**src/rtl/imem_pkg.sv**
```systemverilog
// Shared definitions for the instruction-memory loader and the instruction memory:
// loader FSM states, frame constants and the default memory geometry.
package imem_pkg;

   localparam int IMEM_DATA_WIDTH    = 20;
   localparam int IMEM_ADDRESS_WIDTH = 8;
   localparam int IMEM_MEM_SIZE      = 256;

   localparam int         INSTR_BYTES     = 3;
   localparam logic [7:0] PAD_NIBBLE_MASK = 8'hF0;

   typedef enum logic [2:0] {
      IDLE   = 3'd0,
      HEADER = 3'd1,
      B0     = 3'd2,
      B1     = 3'd3,
      B2     = 3'd4,
      WRITE  = 3'd5,
      CHK    = 3'd6,
      DONE   = 3'd7
   } loader_state_t;

   // Bytes arrive least significant first; only the low nibble of the third byte carries data.
   function automatic logic [IMEM_DATA_WIDTH-1:0] pack_word(
      input logic [3:0] hi,
      input logic [7:0] mid,
      input logic [7:0] lo
   );
      return {hi, mid, lo};
   endfunction

endpackage

```
**src/rtl/imem_word_assembler.sv**
```systemverilog
// Collects the first two bytes of an instruction and forms the full word with the
// third byte as it is presented, flagging a non-zero pad nibble.
module imem_word_assembler
   import imem_pkg::*;
(
   input  logic                       clk,
   input  logic                       rst_n,
   input  logic [7:0]                 in_data,
   input  logic                       latch_b0,
   input  logic                       latch_b1,
   output logic [IMEM_DATA_WIDTH-1:0] word,
   output logic                       pad_bad
);

   logic [7:0] b0_q;
   logic [7:0] b1_q;

   always_ff @(posedge clk or negedge rst_n) begin
      if (!rst_n) begin
         b0_q <= 8'h00;
         b1_q <= 8'h00;
      end else begin
         if (latch_b0) b0_q <= in_data;
         if (latch_b1) b1_q <= in_data;
      end
   end

   // in_data is the third byte here; the caller only uses word/pad_bad while in B2.
   assign word    = pack_word(in_data[3:0], b1_q, b0_q);
   assign pad_bad = (in_data & PAD_NIBBLE_MASK) != 8'h00;

endmodule

```
**src/rtl/imem_loader.sv**
```systemverilog
// Framed byte-stream programmer for the 20-bit instruction memory.
// Optional trailer checksum enabled by defining IMEM_LOADER_CHECKSUM_EN.
module imem_loader
   import imem_pkg::*;
#(
   parameter int DATA_WIDTH    = IMEM_DATA_WIDTH,
   parameter int ADDRESS_WIDTH = IMEM_ADDRESS_WIDTH,
   parameter int MEM_SIZE      = IMEM_MEM_SIZE
) (
   input  logic                     clk,
   input  logic                     rst_n,
   input  logic                     start,
   input  logic                     in_valid,
   input  logic [7:0]               in_data,
   output logic                     in_ready,
   output logic                     wr_en,
   output logic [ADDRESS_WIDTH-1:0] wr_addr,
   output logic [DATA_WIDTH-1:0]    wr_data,
   output logic                     cpu_hold,
   output logic                     busy,
   output logic                     done,
   output logic                     error
);

   // Valid/ready: a byte moves on a rising clk edge when in_valid && in_ready.
   // in_ready depends on state only; upstream must hold in_data until accepted.

   localparam logic [ADDRESS_WIDTH-1:0] LAST_ADDR = ADDRESS_WIDTH'(MEM_SIZE - 1);

   loader_state_t             state;
   logic [7:0]                count;
   logic                      accept;
   logic                      last_word;
   logic [IMEM_DATA_WIDTH-1:0] word;
   logic                      pad_bad;

`ifdef IMEM_LOADER_CHECKSUM_EN
   logic [7:0] csum;
`endif

   always_comb begin
      in_ready = 1'b0;
      case (state)
         HEADER, B0, B1, B2, CHK: in_ready = 1'b1;
         default:                 in_ready = 1'b0;
      endcase
   end

   assign accept = in_valid && in_ready;

   // The address doubles as the word index; the MEM_SIZE bound keeps it from wrapping.
   assign last_word = (wr_addr == ADDRESS_WIDTH'(count)) || (wr_addr == LAST_ADDR);

   imem_word_assembler u_asm (
      .clk      (clk),
      .rst_n    (rst_n),
      .in_data  (in_data),
      .latch_b0 (accept && (state == B0)),
      .latch_b1 (accept && (state == B1)),
      .word     (word),
      .pad_bad  (pad_bad)
   );

   always_ff @(posedge clk or negedge rst_n) begin
      if (!rst_n) begin
         state    <= IDLE;
         count    <= 8'h00;
         wr_en    <= 1'b0;
         wr_addr  <= '0;
         wr_data  <= '0;
         cpu_hold <= 1'b0;
         busy     <= 1'b0;
         done     <= 1'b0;
         error    <= 1'b0;
`ifdef IMEM_LOADER_CHECKSUM_EN
         csum     <= 8'h00;
`endif
      end else begin
         wr_en <= 1'b0;
         case (state)
            IDLE, DONE: begin
               if (start) begin
                  state    <= HEADER;
                  done     <= 1'b0;
                  error    <= 1'b0;
                  busy     <= 1'b1;
                  cpu_hold <= 1'b1;
                  wr_addr  <= '0;
               end
            end

            HEADER: begin
               if (accept) begin
                  count <= in_data;
                  state <= B0;
`ifdef IMEM_LOADER_CHECKSUM_EN
                  csum  <= in_data;
`endif
               end
            end

            B0, B1: begin
               if (accept) begin
                  state <= (state == B0) ? B1 : B2;
`ifdef IMEM_LOADER_CHECKSUM_EN
                  csum  <= csum ^ in_data;
`endif
               end
            end

            B2: begin
               if (accept) begin
                  if (pad_bad) begin
                     error    <= 1'b1;
                     done     <= 1'b0;
                     busy     <= 1'b0;
                     cpu_hold <= 1'b0;
                     state    <= DONE;
                  end else begin
                     wr_data <= DATA_WIDTH'(word);
                     wr_en   <= 1'b1;
                     state   <= WRITE;
`ifdef IMEM_LOADER_CHECKSUM_EN
                     csum    <= csum ^ in_data;
`endif
                  end
               end
            end

            WRITE: begin
               if (last_word) begin
`ifdef IMEM_LOADER_CHECKSUM_EN
                  state    <= CHK;
`else
                  state    <= DONE;
                  done     <= 1'b1;
                  busy     <= 1'b0;
                  cpu_hold <= 1'b0;
`endif
               end else begin
                  wr_addr <= wr_addr + 1'b1;
                  state   <= B0;
               end
            end

`ifdef IMEM_LOADER_CHECKSUM_EN
            CHK: begin
               if (accept) begin
                  state    <= DONE;
                  busy     <= 1'b0;
                  cpu_hold <= 1'b0;
                  if (in_data == csum) begin
                     done <= 1'b1;
                  end else begin
                     error <= 1'b1;
                  end
               end
            end
`endif

            default: state <= IDLE;
         endcase
      end
   end

endmodule

```
**config.mk**
```make
export PLATFORM = sky130hd
export DESIGN_NAME = imem_loader
export DESIGN_NICKNAME = d
export VERILOG_FILES = /design/src/rtl/imem_pkg.sv /design/src/rtl/imem_word_assembler.sv /design/src/rtl/imem_loader.sv
export SDC_FILE = /design/constraint.sdc
export NUM_CORES = 1
export LEC_CHECK = 0
export CAP_MARGIN = 20
export CORE_MARGIN = 4
export CORE_UTILIZATION = 56
export DETAILED_ROUTE_END_ITERATION = 12
export PLACE_DENSITY = 0.95
export REMOVE_ABC_BUFFERS = 1
export SETUP_SLACK_MARGIN = 0.2
export SYNTH_ARGS = -nofsm -noshare
export SYNTH_HDL_FRONTEND = slang
export SYNTH_SLANG_ARGS = --single-unit
```
**constraint.sdc**
```tcl
create_clock -name clk -period 2.4 [get_ports clk]
set_clock_uncertainty 0.05 [all_clocks]
set_input_delay 0.48 -clock clk [delete_from_list [all_inputs] [get_ports clk]]
set_output_delay 0.48 -clock clk [all_outputs]
set_load 0.01 [all_outputs]
```
==> results of run 1 <==
[cells in the mapped netlist]
| cell | instances | area share [%] |
|---|---|---|
| buf_6 | 2 | 0.86 |
| a31o_2 | 1 | 0.34 |
| nor2_1 | 7 | 1.0 |
| or2_2 | 1 | 0.24 |
| a31o_1 | 1 | 0.34 |
| o21ai_0 | 8 | 1.5 |
| dfrtp_1 | 59 | 57 |
| xor2_1 | 8 | 2.7 |
| o21bai_1 | 1 | 0.29 |
| ha_1 | 1 | 0.48 |
| mux2i_1 | 6 | 2.3 |
| nand4_1 | 4 | 0.96 |
| mux2_2 | 24 | 10 |
| nor4_2 | 1 | 0.48 |
| a21o_1 | 1 | 0.29 |
| nor3b_4 | 1 | 0.72 |
| nor2_2 | 1 | 0.24 |
| inv_1 | 4 | 0.57 |
| buf_4 | 2 | 0.57 |
| nor4_1 | 3 | 0.72 |
| a21oi_1 | 5 | 0.96 |
| a31oi_1 | 1 | 0.24 |
| o41a_1 | 1 | 0.43 |
| a311oi_2 | 1 | 0.57 |
| and3_1 | 5 | 1.2 |
| nand3_1 | 5 | 0.96 |
| a211oi_1 | 1 | 0.29 |
| and2_1 | 1 | 0.24 |
| a21boi_0 | 1 | 0.29 |
| clkbuf_1 | 2 | 0.29 |
| nor2b_1 | 2 | 0.48 |
| nand2_1 | 77 | 11 |
| nor3_1 | 3 | 0.57 |
| buf_2 | 5 | 0.96 |
[layout by cell type, fill, tap and decap left out, types with 2 or more instances in the layout]
cell,n
xor2_1,8
buf_4,7
clkdlybuf4s50_1,44
a21oi_1,5
nand3_1,5
and3_1,5
nor3_1,2
clkinvlp_4,2
nand4_1,4
nand2_1,77
o21ai_0,8
clkbuf_8,11
dfrtp_2,3
dfrtp_1,56
nor2_1,7
nor2b_1,2
nor4_1,3
buf_12,2
mux2_2,24
mux2i_1,6
inv_1,4
[critical path: stages, from the launching register on]
cell and delay (ps):
dfrtp_2 470, nor3_2 190, a21oi_1 60, clkdlybuf4s50_1 480
[cell type report]
cell class	instances	area [sq um]	share of cell area (%)
Multi-Input combinational cell	172	1060	31.5
Timing Repair Buffer	54	538	16.0
Inverter	4	15.0	0.447
Tap cell	52	65.1	1.94
Sequential cell	59	1480	44.1
Clock buffer	11	151	4.51
Clock inverter	4	50.0	1.49
[logic make-up after synthesis]
group	synth area share [%]
multiplexers	12.6
buffers and inverters	3.26
XOR/XNOR	2.68
AO/OA/AOI/OAI	5.56
adder cells (fa/ha/maj)	0.479
AND/OR/NAND/NOR	18.9
flip-flops	56.5
[how the worst max path moves through the flow]
stage / startpoint / to / slack, ps
floorplan: in_data[5] / wr_data[0]$_DFFE_PN0P_ / 210
global placement: in_data[4] / wr_data[6]$_DFFE_PN0P_ / 200
detailed placement: in_data[4] / wr_data[19]$_DFFE_PN0P_ / 140
CTS: state[1]$_DFFE_PN0P_ / in_ready / 220
global route: wr_addr[5]$_DFFE_PN0P_ / wr_addr[2]$_DFFE_PN0P_ / 270
finish: state[0]$_DFFE_PN0P_ / in_ready / 340
[state kept, by name (all words and copies together), names as in the netlist, 3 cells and up]
register / flops
u_asm.b1_q: 8
wr_addr: 8
wr_data: 20
u_asm.b0_q: 8
state: 3
count: 8
[layer usage]
layer  vias up  wire, um  GRT usage [%]
met4         0        59           7.07
li1        935         -              -
met5         -         0              0
met1       973      2360           24.7
met3         7       240           6.62
met2        46      2830           34.7
[power groups by stage]
stage / logic (uW) / registers (uW) / clock network, uW
2_1_floorplan: 574 / 1590 / 0
3_3_place_gp: 932 / 1590 / 0
3_5_place_dp: 986 / 1610 / 0
4_1_cts: 995 / 1600 / 922
5_1_grt: 1170 / 1600 / 964
6_report: 1070 / 1560 / 908
[through the flow]
stage	instances	area (sq um)	setup slack (ps)	power, uW	utilization, %
detailed placement	338	3120	140	2590	70.3
finish	356	3360	339	3540	75.5
global route	356	3360	271	3740	75.5
CTS	353	3330	216	3510	74.9
floorplan	235	2540	212	2160	-
global placement	338	3120	204	2520	70.3
[what timing repair did]
action                     4_1_cts  5_1_grt
setup endpoints to repair        1        1
setup buffers                    0        3
resized for setup                2        2
==> results_dict.tcl, run 1 <==
set metrics [dict create \
    syn_inst 246 \
    cts.clk_slew.worst_paths_ps 70 \
    die_w_um 76.3 \
    min_period_ps 2060 \
    cts_tree "done" \
    cts_buffers 9 \
    syn-cell-area_sq_um 2610 \
    p_switching_uw 1090 \
    yosys_warnings 0 \
    clk_path_buf_depth 2 \
    grt_pass1_wl_mm 9.52 \
    internal_power_uw 2450 \
    cp.required_ps 1870 \
    vias_per_cell 5.51 \
    wire_per_inst_um 15.4 \
    vias 1961 \
    status "finished, final reports clean" \
    drt_iter0_drc 107 \
    fin_crit_sh_pct 85.9 \
    setup_violations 0 \
    ioPinCount 46 \
    leakage_uw 0.00158 \
    r2r-end "wr_addr[2]$_DFFE_PN0P_" \
    peakVddDrop_uv 658 \
    grt_max_degree 37 \
    p_seq_share_pct 44.2 \
    synth_area_per_cell_sq_um 10.6 \
    rr_worst_depth 5 \
    grt_use_total_pct 20.5 \
    die_area_sq_um 5820 \
    crit_type "flop to primary output" \
    tightest_slew_ps 557 \
    grt_antenna_before_repair 0 \
    seq_area_frac_synth_pct 56.5 \
    route.detailed.drc 0 \
    whs_ps 79.1 \
    die_y_um 76.3 \
    power_frac_clock_pct 25.7 \
    root_buffer "clkbuf_8" \
    hold_viol_final 0 \
    power_frac_comb_pct 30.1 \
    initial_utilization_pct 58.8 \
    final_nets 313 \
    ant_nets 0 \
    nFillCells 289 \
    r2r_slack_ps 500 \
    h-tree-depth 3 \
    setup_tns_ps 0 \
    cp.arrival_ps 1530 \
    r2r-start "wr_addr[5]$_DFFE_PN0P_" \
    grt_pass1_vias 2096 \
    diodes 0 \
    insertion_delay_ps 340 \
    grt_setup_unrepaired "no" \
    area_growth_syn_to_layout_pct 28.4 \
    synth-seq-cells 59 \
    timing.slew.headroom_pct 62.9 \
    gpl.final_weighted_congestion 0.811 \
    max_freq_mhz 485 \
    switching_share_pct 30.7 \
    dr.pass1.iters 4 \
    powerDensity_nw_per_um2 1050 \
    holdBufCountCts 0 \
    globalRouteOverflowTotal 0 \
    crit_fanout 10 \
    drive_gt1_share_pct 19.4 \
    crit_path_end_kind "primary output" \
    core-area_sq_um 4440 \
    clkSinkCount 59 \
    slew_viol_final 0 \
    num_rows 24 \
    cp-start-kind "flop" \
    dp_hpwl_mm 3.74 \
    port_buffers 45 \
    yosysUniqueCellTypes 34 \
    hold_class "input pin to asynchronous set/reset pin" \
    cap_viol_max_count 0 \
    totalWireLength_mm 5.48 \
]
Power figures use the tool's default switching activity.
==> run 2: changes to the inputs <==
- SKIP_CTS_REPAIR_TIMING: unset -> 1
==> results_dict.tcl, run 2 (same netlist as run 1, synthesis figures left out) <==
set metrics [dict create \
    status "finished, final reports clean" \
    cts_buffers 9 \
    timing.slew.headroom_pct 62.8 \
    ioPinCount 46 \
    clkSinkCount 59 \
    final_common_cell "nand2_1" \
    insertion_delay_ps 340 \
    peakVddDrop_uv 658 \
    postLayoutCoreUtil_pct 75.5 \
    min_period_ps 2050 \
    grt_setup_unrepaired "no" \
    die_w_um 76.3 \
    r2r_slack_ps 490 \
    cap_viol_max_count 0 \
    route.detailed.drc 0 \
    critical_path.top_delay_family "buffers and inverters" \
    hold_class "input pin to asynchronous set/reset pin" \
    cp_cell_sequence "a21oi_1, clkdlybuf4s50_1" \
    grt_pass1_wl_mm 9.46 \
    num_rows 24 \
    r2r-start "wr_addr[5]$_DFFE_PN0P_" \
    cp-endpoint "in_ready" \
    setup_violations 0 \
    fin_crit_sh_pct 85.5 \
    diodes 0 \
    cp.depth 2 \
    die_area_sq_um 5820 \
    largest_register_ffs 20 \
    cts_tree "done" \
    port_buffers 45 \
    r2r-end "wr_addr[2]$_DFFE_PN0P_" \
    max_stage_delay_ps 550 \
    globalRouteOverflowTotal 0 \
    drive_gt1_share_pct 19.4 \
    core-area_sq_um 4440 \
    cp-start-kind "flop" \
    clk_path_buf_depth 2 \
    tightest_slew_ps 558 \
    gpl.final_weighted_congestion 0.811 \
    dp_hpwl_mm 3.74 \
    grt_max_degree 37 \
    crit_type "flop to primary output" \
    regMostFlops "wr_data" \
    hold_viol_final 0 \
    cts.clk_slew.worst_paths_ps 60 \
    ant_nets 0 \
    initial_utilization_pct 58.8 \
    cp.required_ps 1870 \
    max_freq_mhz 487 \
    drt_iter0_drc 112 \
    setup_tns_ps 0 \
    grt_use_total_pct 20.4 \
    vias_per_cell 5.50 \
    startpoint "state[2]$_DFFE_PN0P_" \
    crit_fanout 11 \
    die_y_um 76.3 \
    slowest_stage "clkdlybuf4s50_1" \
    mostFrequentLayoutCells "77 x nand2_1, 56 x dfrtp_1, 44 x clkdlybuf4s50_1, 24 x mux2_2, 11 x clkbuf_8" \
    totalWireLength_mm 5.50 \
    final_nets 313 \
    powerDensity_nw_per_um2 1050 \
    slew_viol_final 0 \
    grt_pass1_vias 2091 \
    crit_path_end_kind "primary output" \
    area_growth_syn_to_layout_pct 28.4 \
    rr_worst_depth 5 \
    grt_antenna_before_repair 0 \
    vias 1958 \
    worst-path-buf-inv 1 \
    dr.pass1.iters 4 \
    cp.arrival_ps 1520 \
    wire_per_inst_um 15.4 \
    h-tree-depth 3 \
    leakage_uw 0.00158 \
    root_buffer "clkbuf_8" \
]
[run 2: routing by layer]
layer	GRT usage (%)	wire [um]	vias up
li1	-	-	938
met1	24.5	2410	978
met2	34.5	2810	36
met3	6.62	213	6
met4	7.07	59	0
met5	0	0	-
[run 2: through the flow]
step | total power [uW] | instances | setup WS [ps] | cell area [sq um] | hold slack [ps]
floorplan | 2160 | 235 | 212 | 2540 | 134
finish | 3540 | 356 | 348 | 3360 | 81.5
detailed placement | 2590 | 338 | 140 | 3120 | 399
global route | 3740 | 356 | 271 | 3360 | 111
CTS | 3510 | 353 | 89.1 | 3320 | 87.0
global placement | 2520 | 338 | 204 | 3120 | 394
[run 2: worst register-to-register path, delay by kind of cell, from the launching register on]
kind,cells,cell delay [ps]
xor gates and xnor gates,1,190
DFF,1,450
AOI/OAI and AO/OA,1,330
and+or+nand+nor,3,790
[run 2: how the worst min path moves through the flow]
stage                                          to                      start  cells after the start  slack [ps]
after CTS                  wr_data[8]$_DFFE_PN0P_                      rst_n                      1          90
after global placement     wr_data[5]$_DFFE_PN0P_  u_asm.b0_q[5]$_DFFE_PN0P_                      2         390
after global routing       wr_data[0]$_DFFE_PN0P_                      rst_n                      1         110
after floorplan                  busy$_DFFE_PN0P_                      rst_n                      0         130
after detailed placement  wr_data[12]$_DFFE_PN0P_  u_asm.b1_q[4]$_DFFE_PN0P_                      2         400
final                      wr_data[8]$_DFFE_PN0P_                      rst_n                      1          80
[run 2: area by class of cell]
| cell class | instances | area [sq um] |
|---|---|---|
| Sequential cell | 59 | 1480 |
| Fill cell | 289 | 1090 |
| Multi-Input combinational cell | 172 | 1060 |
| Timing Repair Buffer | 54 | 538 |
| Clock buffer | 11 | 151 |
| Tap cell | 52 | 65.1 |
| Clock inverter | 4 | 50.0 |
| Inverter | 4 | 15.0 |
[run 2: power by group]
group	internal [uW]	switching, uW	total, uW
Combinational	606	464	1070
Sequential	1320	243	1560
Clock	528	378	906
